**config.mk**
```make
export PLATFORM = sky130hd
export DESIGN_NAME = buck_meas_sequencer
export DESIGN_NICKNAME = d
export VERILOG_FILES = /design/src/rtl/buck_pkg.sv /design/src/rtl/buck_meas_accum.sv /design/src/rtl/buck_meas_sequencer.sv
export SDC_FILE = /design/constraint.sdc
export NUM_CORES = 1
export LEC_CHECK = 0
export BUFFER_PORTS_ARGS = -buffer_cell sky130_fd_sc_hd__buf_2
export CAP_MARGIN = 20
export CORE_MARGIN = 3
export CORE_UTILIZATION = 55
export DETAILED_ROUTE_END_ITERATION = 8
export GPL_ROUTABILITY_DRIVEN = 0
export MAX_ROUTING_LAYER = met4
export PLACE_DENSITY = 0.78
export SLEW_MARGIN = 20
export SYNTH_ARGS = -nofsm -noshare
export SYNTH_HDL_FRONTEND = slang
export SYNTH_SLANG_ARGS = --single-unit
```
**constraint.sdc**
```tcl
create_clock -name pclk -period 2.6 [get_ports pclk]
set_input_delay 0.13 -clock pclk [delete_from_list [all_inputs] [get_ports pclk]]
set_output_delay 0.13 -clock pclk [all_outputs]
set_load 0.02 [all_outputs]
```
**src/rtl/buck_pkg.sv**
```systemverilog
// rtl/buck_pkg.sv - channel indices, sequencer state encoding and channel-selection helpers
package buck_pkg;

   localparam logic [1:0] CH_IIN  = 2'd0;
   localparam logic [1:0] CH_VIN  = 2'd1;
   localparam logic [1:0] CH_IOUT = 2'd2;
   localparam logic [1:0] CH_VOUT = 2'd3;

   localparam logic [2:0] ST_IDLE   = 3'd0;
   localparam logic [2:0] ST_START  = 3'd1;
   localparam logic [2:0] ST_WAIT   = 3'd2;
   localparam logic [2:0] ST_UPDATE = 3'd3;
   localparam logic [2:0] ST_NEXT   = 3'd4;

   // Lowest set mask bit at or above 'from', wrapping past channel 3.
   function automatic logic [1:0] next_ch(input logic [3:0] mask, input logic [1:0] from);
      logic [1:0] c;
      logic [1:0] r;
      logic       found;
      r     = from;
      found = 1'b0;
      for (int k = 0; k < 4; k++) begin
         c = from + 2'(k);
         if (!found && mask[c]) begin
            r     = c;
            found = 1'b1;
         end
      end
      return r;
   endfunction

   function automatic logic [1:0] high_ch(input logic [3:0] mask);
      logic [1:0] r;
      r = 2'd0;
      for (int k = 0; k < 4; k++) begin
         if (mask[k]) r = 2'(k);
      end
      return r;
   endfunction

endpackage

```
**src/rtl/buck_meas_accum.sv**
```systemverilog
// rtl/buck_meas_accum.sv - per-visit sample accumulator, sample counter and left-aligned average
module buck_meas_accum #(
   parameter int ADC_W    = 12,
   parameter int AVG_LOG2 = 2
) (
   input  logic             clk,
   input  logic             rst,
   input  logic             clear,
   input  logic             add,
   input  logic [ADC_W-1:0] data,
   output logic             last,
   output logic [15:0]      aligned
);

   localparam int ACC_W = ADC_W + AVG_LOG2;
   localparam int CNT_W = AVG_LOG2 + 1;

   logic [ACC_W-1:0] acc;
   logic [ACC_W-1:0] sum;
   logic [CNT_W-1:0] cnt;
   logic [ADC_W-1:0] avg;

   // The average includes the sample being added so the result can be
   // registered on the same edge that accepts the final conversion.
   assign sum     = acc + ACC_W'(data);
   assign avg     = ADC_W'(sum >> AVG_LOG2);
   assign aligned = 16'(avg) << (16 - ADC_W);
   assign last    = (cnt == CNT_W'((1 << AVG_LOG2) - 1));

   always_ff @(posedge clk or posedge rst) begin
      if (rst) begin
         acc <= '0;
         cnt <= '0;
      end else if (clear) begin
         acc <= '0;
         cnt <= '0;
      end else if (add) begin
         acc <= sum;
         cnt <= cnt + CNT_W'(1);
      end
   end

endmodule

```
**src/rtl/buck_meas_sequencer.sv**
```systemverilog
// rtl/buck_meas_sequencer.sv - round-robin buck ADC sequencer with per-channel averaging and timeout
module buck_meas_sequencer
   import buck_pkg::*;
#(
   parameter int ADC_W    = 12,
   parameter int AVG_LOG2 = 2,
   parameter int TIMEOUT  = 255
) (
   input  logic             pclk,
   input  logic             preset,
   input  logic             en,
   input  logic [3:0]       ch_mask,
   input  logic             err_clr,
   output logic             adc_start,
   output logic [1:0]       adc_ch,
   input  logic             adc_done,
   input  logic [ADC_W-1:0] adc_data,
   output logic [15:0]      input_current,
   output logic [15:0]      input_voltage,
   output logic [15:0]      output_current,
   output logic [15:0]      output_voltage,
   output logic             meas_strobe,
   output logic [1:0]       meas_ch,
   output logic             frame_done,
   output logic             err_timeout
);

   localparam int TW = $clog2(TIMEOUT + 1);

   logic [2:0]    state;
   logic [1:0]    idx;
   logic [3:0]    mask_q;
   logic [TW-1:0] tcnt;
   logic          accept;
   logic          expire;
   logic          acc_clear;
   logic          acc_last;
   logic [15:0]   aligned;

   // A done in the expiry cycle is still accepted: expire requires !adc_done.
   assign accept    = (state == ST_WAIT) && adc_done;
   assign expire    = (state == ST_WAIT) && !adc_done && (tcnt == TW'(TIMEOUT));
   assign acc_clear = (state == ST_IDLE) || (state == ST_NEXT);

   buck_meas_accum #(
      .ADC_W    (ADC_W),
      .AVG_LOG2 (AVG_LOG2)
   ) u_accum (
      .clk     (pclk),
      .rst     (preset),
      .clear   (acc_clear),
      .add     (accept),
      .data    (adc_data),
      .last    (acc_last),
      .aligned (aligned)
   );

   always_ff @(posedge pclk or posedge preset) begin
      if (preset) begin
         state  <= ST_IDLE;
         idx    <= 2'd0;
         mask_q <= 4'd0;
         tcnt   <= '0;
      end else begin
         case (state)
            ST_IDLE: begin
               if (en && |ch_mask) begin
                  mask_q <= ch_mask;
                  idx    <= next_ch(ch_mask, idx);
                  state  <= ST_START;
               end
            end
            ST_START: begin
               tcnt  <= '0;
               state <= ST_WAIT;
            end
            ST_WAIT: begin
               if (accept) begin
                  // Losing enable abandons the visit; IDLE clears the partial sum.
                  if (!en)
                     state <= ST_IDLE;
                  else if (acc_last)
                     state <= ST_UPDATE;
                  else
                     state <= ST_START;
               end else if (expire) begin
                  state <= ST_NEXT;
               end else begin
                  tcnt <= tcnt + TW'(1);
               end
            end
            ST_UPDATE: state <= ST_NEXT;
            ST_NEXT: begin
               mask_q <= ch_mask;
               if (|ch_mask)
                  idx <= next_ch(ch_mask, idx + 2'd1);
               state <= (en && |ch_mask) ? ST_START : ST_IDLE;
            end
            default: state <= ST_IDLE;
         endcase
      end
   end

   always_ff @(posedge pclk or posedge preset) begin
      if (preset) begin
         input_current  <= 16'd0;
         input_voltage  <= 16'd0;
         output_current <= 16'd0;
         output_voltage <= 16'd0;
         err_timeout    <= 1'b0;
      end else begin
         if (accept && en && acc_last) begin
            case (idx)
               CH_IIN:  input_current  <= aligned;
               CH_VIN:  input_voltage  <= aligned;
               CH_IOUT: output_current <= aligned;
               CH_VOUT: output_voltage <= aligned;
               default: ;
            endcase
         end
         err_timeout <= expire | (err_timeout & ~err_clr);
      end
   end

   assign adc_start   = (state == ST_START);
   assign adc_ch      = idx;
   assign meas_strobe = (state == ST_UPDATE);
   assign meas_ch     = meas_strobe ? idx : 2'd0;
   assign frame_done  = meas_strobe && (idx == high_ch(mask_q));

endmodule
```
---- Yosys cells after proc, flatten, opt, wreduce, memory -nomap -nowiden ----
Index checks and enable logic that the tools add are counted.
storage, ports and cells
  bits in registers ....................... 83
  output and inout bits ................... 72
  logic and storage cells ................. 142
operators by class
  add/subtract/negate cells ............... 9
  order comparisons ....................... 7
  equality and inequality tests ........... 16
  muxes and demuxes ....................... 61
  bitwise gates (word level) .............. 3
  reductions and logical operators ........ 35
operators by type and width
  operator               count
  $mux W14               2
  $mux W1                27
  $mux W2                13
  $lt A2 B3 Y1 const B   7
  $mux W8                2
  $pmux W8 S2            1
  $mux W3                5
  $pmux W3 S5            1
  $add A14 B12 Y14       1
  $bmux W1 S2            7
  $logic_and A1 B1 Y1    13
  $reduce_and A2 Y1      6
  $eq A3 B2 Y1 const B   3
  $add A2 B2 Y2 const B  4
  $add A8 B1 Y8 const B  1
  $eq A8 B8 Y1 const B   1
  $pmux W4 S2            1
  $logic_not A1 Y1       7
  $reduce_bool A2 Y1     3
  $add A2 B1 Y2 const B  2
  $eq A2 B2 Y1 const B   2
  $mux W4                1
  $ne A2 B1 Y1 const B   2
  $ne A2 B2 Y1 const B   2
  other kinds (17)       17

---- Longest topological paths before layout ----
Gate-level depths: netlist (run 1).
  depth in word-level cells ............... 21
  gate-level depth with buffers ........... 10
  mapped depth without buffers ............ 8

---- Hierarchy ----
Synthesis (run 1) repeated with hierarchy kept, for this count alone.
second synthesis, totals
  cells, all modules ...................... 439
  area total of the unflattened synthesis .. 5074.9 um^2
by module, submodules not included
  module               times used  cells an instance  area an instance (um^2)
  buck_meas_sequencer  1           280                3638.5
  buck_meas_accum      1           159                1436.4

---- Worst setup path before layout (run 1) ----
OpenSTA, ideal clock, no wires.
  path kind ............................... register -> register
  start ................................... register u_accum.acc[0]
  end ..................................... register input_current[14]
  library setup time ...................... 132 ps
  data arrival time ....................... 2169 ps
  setup slack ............................. 299 ps
  stages on the path, launching flop included .. 9
  period minus slack after synthesis ...... 2301 ps
  cell sequence ........................... dfrtp_1 > ha_1 > fa_1 > a211oi_1 > nor2_1 > o41ai_2 > o21ai_0 > xnor2_1 > o21ai_0
between the ends
  word-level cells in the longest chain between the ends .. 1
ends and longest elaborated chain
  item                    RTL line                    source
  from (decl)             buck_meas_accum.sv:18       logic [ACC_W-1:0] acc;
  from (signal assigned)  buck_meas_accum.sv:38       acc <= sum;
  $add A14 B12 Y14        buck_meas_accum.sv:25       assign sum = acc + ACC_W'(data);
  to (signal assigned)    buck_meas_sequencer.sv:114  CH_IIN: input_current <= aligned;
  to (decl)               buck_meas_sequencer.sv:18   output logic [15:0] input_current,
No other way between the ends.
A chain may end at the register's enable or synchronous reset.

---- Worst setup path after layout (run 1) ----
  start ................................... register u_accum.acc[0]
  end ..................................... register input_current[12]
The elaborated chain is that of the path after synthesis.

==> impl_metrics.csv, run 1 <==
group,metric,value,unit
detailed_routing,firstDrtPassIters,5,
global_routing,antenna_found_initial,0,
cells_and_area,antennaDiodeCount,0,
clock_network,post_cts_buffers,0,
clock_network,cts_inserted_buffers,9,
timing,layout_setup_ws,90.4,ps
placed_design,portBuffers,76,
synth,ys_seq_area_share,45.1,%
clock_network,root_buffer,"clkbuf_8",
detailed_routing,wl,10400,um
placed_design,placed_area,0.00492,mm2
placed_design,place_ws,158,ps
critical_path,required,2870,ps
critical_path,crit_arrival,2780,ps
timing,worst_slew_pin_slew,783,ps
floorplanning,start_util,57.7,%
global_routing,grtUsageTotal,22.8,%
synth,synth_warnings,0,
cells_and_area,layout-drive-gt1-share,24.0,%
clock_network,cts_htree_levels,3,
pwr,ir_drop,0.503,mV
synth,async_flop_share,100,%
synth,avgSynthCellArea,9.69,um2
min_path,hp-start,"en",
cells_and_area,post-route-cell-area,0.00512,mm2
detailed_routing,vias,3726,
timing,final-hold-violation-count,0,
cells_and_area,final_cells,647,
floorplanning,die_x,97.0,um
global_routing,grt_use_met1,32.0,%
timing,period_share,96.5,%
synth,syn_area,0.00455,mm2
detailed_routing,antenna_left,0,
placed_design,dp_hpwl,7570,um
pwr,p_switching,0.00160,W
clock_network,cts_tree,"built",
timing,rsz0062_at_grt,"false",
clock_network,clock-sinks,82,
synth,synth_edf_count,0,
cells_and_area,syn_to_final_growth,12.5,%
floorplanning,die_h,97.0,um
pwr,combPwrFrac,39.4,%
floorplanning,die_area,0.00941,mm2
detailed_routing,wl_per_cell,16.0,um
global_routing,grt_busiest_layer,"met2",
critical_path,critPathLaunchType,"register",
global_routing,grt-ovfl-total,0,
critical_path,r2r-start,"u_accum.acc[0]",
placed_design,dp.cells,629,
floorplanning,core_region_area,0.00789,mm2
global_routing,grt_use_met2,33.4,%
timing,period_minus_slack,2510,ps
synth,synth_seq_cells,82,
pwr,leakage,2.62,nW
global_routing,use_met3,4.18,%
pwr,power.total,0.00395,W
clock_network,worstSkewPairLatency,350,ps
pwr,power_frac_clock,21.8,%
critical_path,crit_type,"reg -> reg",
synth,ys_types,60,
pwr,switching_share,40.6,%
timing,maxSlewViolCount,0,
outcome,outcome,"complete, no violations",
clock_network,clkTransAtPathRegs,90,ps
detailed_routing,drc,0,
flow_run,drv_cap,0,
pwr,p_seq_share,38.8,%
pwr,intPower,0.00235,W
timing,relSlewSlack,47.7,%
timing,finalClockSkew,11.2,ps
critical_path,startpoint,"u_accum.acc[0]",
critical_path,cp-end-kind,"register",
floorplanning,pin_count,93,
detailed_routing,detail_route.vias_per_cell,5.76,
global_routing,grt_max_degree,47,
min_path,min_path_type,"in -> reg",
cells_and_area,final_nets,581,
synth,postSynthCellCount,470,
clock_network,ctsLongestPathBuffers,2,
detailed_routing,drt_iter0_drc,281,
timing,setup_viol,0,
synth,synth_flop_cell,"dfrtp_1",
timing,tns,0,ps
global_routing,grt_pass1_vias,3489,
floorplanning,num_rows,32,
pwr,p_per_area,772,mW/mm2
global_routing,grt_pass1_wl,17100,um
critical_path,cp_max_fo,5,
timing,fmax,398,MHz
-- worst max-delay path, stage by stage (launching register included) --
cell and delay, ps:
dfrtp_1 390, ha_1 220, fa_1 430, a211oi_1 230, nor2_1 110, o41ai_2 300
buf_4 190, a21oi_1 60, o221a_2 300, o21ai_0 180
-- metal layers --
layer  share of wire (%)  vias up
met3                 6.0       21
met5                   0        -
met4                 1.9        0
met2                  45      147
met1                  47     1795
li1                    -     1763
-- placed cells by master (no fill, tap or decap), drive strengths merged, types with 9 or more instances in the layout --
cell	n
conb	16
buf	84
inv	13
nand3	18
clkbuf	9
a21oi	21
nand2	65
ha	19
mux2	21
dfrtp	82
o21ai	58
nor2	28
-- what timing repair did --
item                                    CTS  global route
gates resized for setup                   0             1
endpoints found under the setup margin    0             3
hold endpoints to repair                 45             0
hold buffers                              2             0
-- state kept, by name, indices dropped and copies added (netlist names), 2 cells and up --
name,flops
mask_q,3
tcnt,8
adc_ch,2
output_voltage,12
output_current,12
u_accum.acc,14
input_current,12
u_accum.cnt,3
state,3
input_voltage,12
-- synth_stat cells, types with 3 or more instances --
library cell / n / area (um2)
a21o_1: 6 / 45.0
o21ai_1: 3 / 15.0
nand3_1: 18 / 90.1
a211oi_1: 5 / 37.5
mux2_2: 5 / 56.3
buf_6: 5 / 56.3
nor2_1: 28 / 105
and2_1: 3 / 18.8
nand2_1: 61 / 229
nand2_2: 4 / 25.0
inv_1: 9 / 33.8
xor2_1: 7 / 61.3
o311ai_0: 3 / 26.3
nor3_1: 5 / 25.0
buf_2: 3 / 15.0
xnor2_1: 6 / 52.6
clkbuf_1: 17 / 63.8
buf_4: 17 / 128
mux2_4: 9 / 135
ha_1: 19 / 238
o21bai_1: 3 / 22.5
nand2b_1: 5 / 31.3
nor2b_1: 6 / 37.5
o21ai_0: 54 / 270
a21oi_1: 21 / 105
dfrtp_1: 82 / 2050
mux2_1: 7 / 78.8
o21a_1: 6 / 45.0
nand4_1: 6 / 37.5
and3_1: 8 / 50.1
o221ai_1: 3 / 26.3
-- final timing paths --
path                                endpoint  slack, ps  depth (start not counted)
min reg2reg                 input_current[4]        480                          2
max in group asynchronous   input_current[4]       1400                          4
min                                 state[0]         50                          2
max                        input_current[12]         90                          9
min in group asynchronous  output_current[8]        440                          3
max reg2reg                input_current[12]         90                          9
-- cell families (layout without fill, tap and decap cells) --
| family | count (synthesis) | in the layout | synth area share [%] |
|---|---|---|---|
| buffers and inverters | 51 | 111 | 6.51 |
| AND/OR/NAND/NOR | 157 | 157 | 16.7 |
| AO/OA/AOI/OAI | 123 | 123 | 16.9 |
| adder cells (fa/ha/maj) | 20 | 20 | 5.66 |
| multiplexers | 23 | 23 | 6.65 |
| other | 1 | 16 | 0.0824 |
| flip-flops | 82 | 82 | 45.1 |
| XOR/XNOR | 13 | 13 | 2.50 |
-- area by class of cell --
cell class / count / area [um2]
inverters: 9 / 35.0
clock buffers: 9 / 124
repair buffers: 86 / 460
multi-input cells: 352 / 2270
flip-flops and latches: 82 / 2050
clock inverters: 7 / 56.3
fillers: 623 / 2770
well taps: 102 / 128
-- per-stage QoR --
step	util (%)	hold slack, ps
after floorplan	-	233
after global placement	62.4	291
after detailed placement	62.4	290
after CTS	64.9	31.2
after global routing	64.9	37.1
final	64.9	48.2
-- power groups by stage --
stage                     Sequential [W]  Clock [W]  Combinational, W
final                            0.00153   0.000863           0.00156
after global routing             0.00156   0.000937           0.00172
after CTS                        0.00153   0.000880           0.00154
after global placement           0.00155          0           0.00150
after floorplan                  0.00155          0           0.00115
after detailed placement         0.00155          0           0.00153
Power figures use the tool's default switching activity.
==> run 2: changes to the inputs <==
CELL_PAD_IN_SITES_DETAIL_PLACEMENT = 2   (was not set)
CELL_PAD_IN_SITES_GLOBAL_PLACEMENT = 2   (was not set)
CORE_UTILIZATION = 34   (was 55)
==> impl_metrics.csv, run 2 (same netlist as run 1, synthesis figures left out) <==
group,metric,value,unit
timing,rsz0062_at_grt,"false",
global_routing,grt_pass1_vias,4134,
critical_path,crit_chain,"ha_4 -> fa_2 -> a211oi_2 -> nor2_2 -> o41ai_4 -> buf_4 -> a21oi_1 -> o221a_2 -> o21ai_0",
cells_and_area,largest_reg_flops,14,
critical_path,cp_max_fo,5,
floorplanning,start_util,35.4,%
floorplanning,num_rows,41,
detailed_routing,drc,0,
cells_and_area,antennaDiodeCount,0,
cells_and_area,syn_to_final_growth,19.1,%
cells_and_area,post-route-util,42.1,%
clock_network,cts_tree,"built",
timing,holdWs,63.3,ps
global_routing,grt_max_degree,83,
cells_and_area,mostFrequentLayoutCells,"dfrtp_1 (82), buf_2 (76), nand2_1 (61), o21ai_0 (48), nor2_1 (27)",
pwr,leakage,2.70,nW
pwr,p_per_area,854,mW/mm2
detailed_routing,wl,14200,um
min_path,min_path_type,"in -> reg",
detailed_routing,vias,3838,
timing,finalClockSkew,11.7,ps
timing,maxSlewViolCount,0,
placed_design,place_ws,-31.5,ps
floorplanning,core_region_area,0.0129,mm2
flow_run,drv_cap,0,
critical_path,crit_arrival,2770,ps
critical_path,required,2870,ps
outcome,outcome,"complete, no violations",
timing,setup_viol,0,
detailed_routing,detail_route.vias_per_cell,5.32,
clock_network,ctsLongestPathBuffers,2,
timing,layout_setup_ws,94.4,ps
clock_network,clkTransAtPathRegs,70,ps
critical_path,slowest_delay,420,ps
cells_and_area,largest-register,"u_accum.acc",
global_routing,grt_pass1_wl,22700,um
placed_design,portBuffers,76,
critical_path,cp_num_buf_inv,1,
floorplanning,die_h,122,um
timing,final-hold-violation-count,0,
detailed_routing,antenna_left,0,
critical_path,crit_type,"reg -> reg",
pwr,power.total,0.00463,W
floorplanning,pin_count,93,
placed_design,dp_hpwl,9640,um
detailed_routing,wl_per_cell,19.7,um
floorplanning,die_x,122,um
pwr,ir_drop,0.337,mV
timing,period_share,96.4,%
global_routing,grtUsageTotal,20.1,%
critical_path,critPathSlowestCell,"fa_2",
clock_network,cts_inserted_buffers,9,
timing,worst_slew_pin_slew,711,ps
detailed_routing,met3_length,453,um
cells_and_area,layout-drive-gt1-share,25.5,%
cells_and_area,final_common_cell,"dfrtp_1",
clock_network,root_buffer,"clkbuf_16",
timing,relSlewSlack,52.3,%
cells_and_area,final_nets,585,
critical_path,cp-end-kind,"register",
global_routing,grt-ovfl-total,0,
detailed_routing,drt_iter0_drc,213,
clock_network,clock-sinks,82,
clock_network,worstSkewPairLatency,340,ps
detailed_routing,wl_met2,7020,um
critical_path,critPathTopFamily,"compound AO/OA/AOI/OAI gates",
critical_path,critPathLaunchType,"register",
timing,tns,0,ps
timing,fmax,399,MHz
clock_network,cts_htree_levels,3,
detailed_routing,firstDrtPassIters,4,
floorplanning,die_area,0.0148,mm2
timing,period_minus_slack,2510,ps
detailed_routing,drt-met1-wl,6550,um
detailed_routing,highest-signal-layer,"met4",
global_routing,antenna_found_initial,0,
## run 2: cell type report
class                   count  area (um2)
clock buffers              11         243
clock inverters             5        62.6
fillers                  1416        7450
inverters                   9        35.0
multi-input cells         352        2310
flip-flops and latches     82        2050
well taps                 172         215
repair buffers             90         503
## run 2: what timing repair did
action / CTS / global route
cloned: 0 / 0
gates resized for setup: 2 / 12
hold buffers: 2 / 0
setup buffers: 1 / 1
pin swaps: 1 / 3
setup endpoints to repair: 4 / 14
hold endpoints to repair: 83 / 0
## run 2: path summary, 6_finish.rpt
path                                   from                 end  slack, ps  cells past startpoint
max reg2reg                  u_accum.acc[0]  output_current[12]         90                      9
min reg2reg                input_voltage[9]    input_voltage[9]        480                      2
max in group asynchronous            preset      u_accum.acc[1]       1830                      4
min                                      en            state[0]         60                      2
max                          u_accum.acc[0]  output_current[12]         90                      9
min in group asynchronous            preset         err_timeout        440                      4
## run 2: layer usage
metal  up-vias  track usage (%)
li1       1775                -
met1      1965             25.4
met2        86             34.2
met3        12             3.11
met4         0             4.69
met5         -                -
## run 2: where the power goes
part | internal (W) | switching (W)
combinational | 0.000632 | 0.00113
clock | 0.000777 | 0.000564
sequential | 0.00141 | 0.000122
## run 2: stage by stage
stage / instances / cell area, um2
floorplan: 485 / 4610
global placement: 701 / 5040
detailed placement: 701 / 5040
CTS: 720 / 5370
global route: 721 / 5420
finish: 721 / 5420
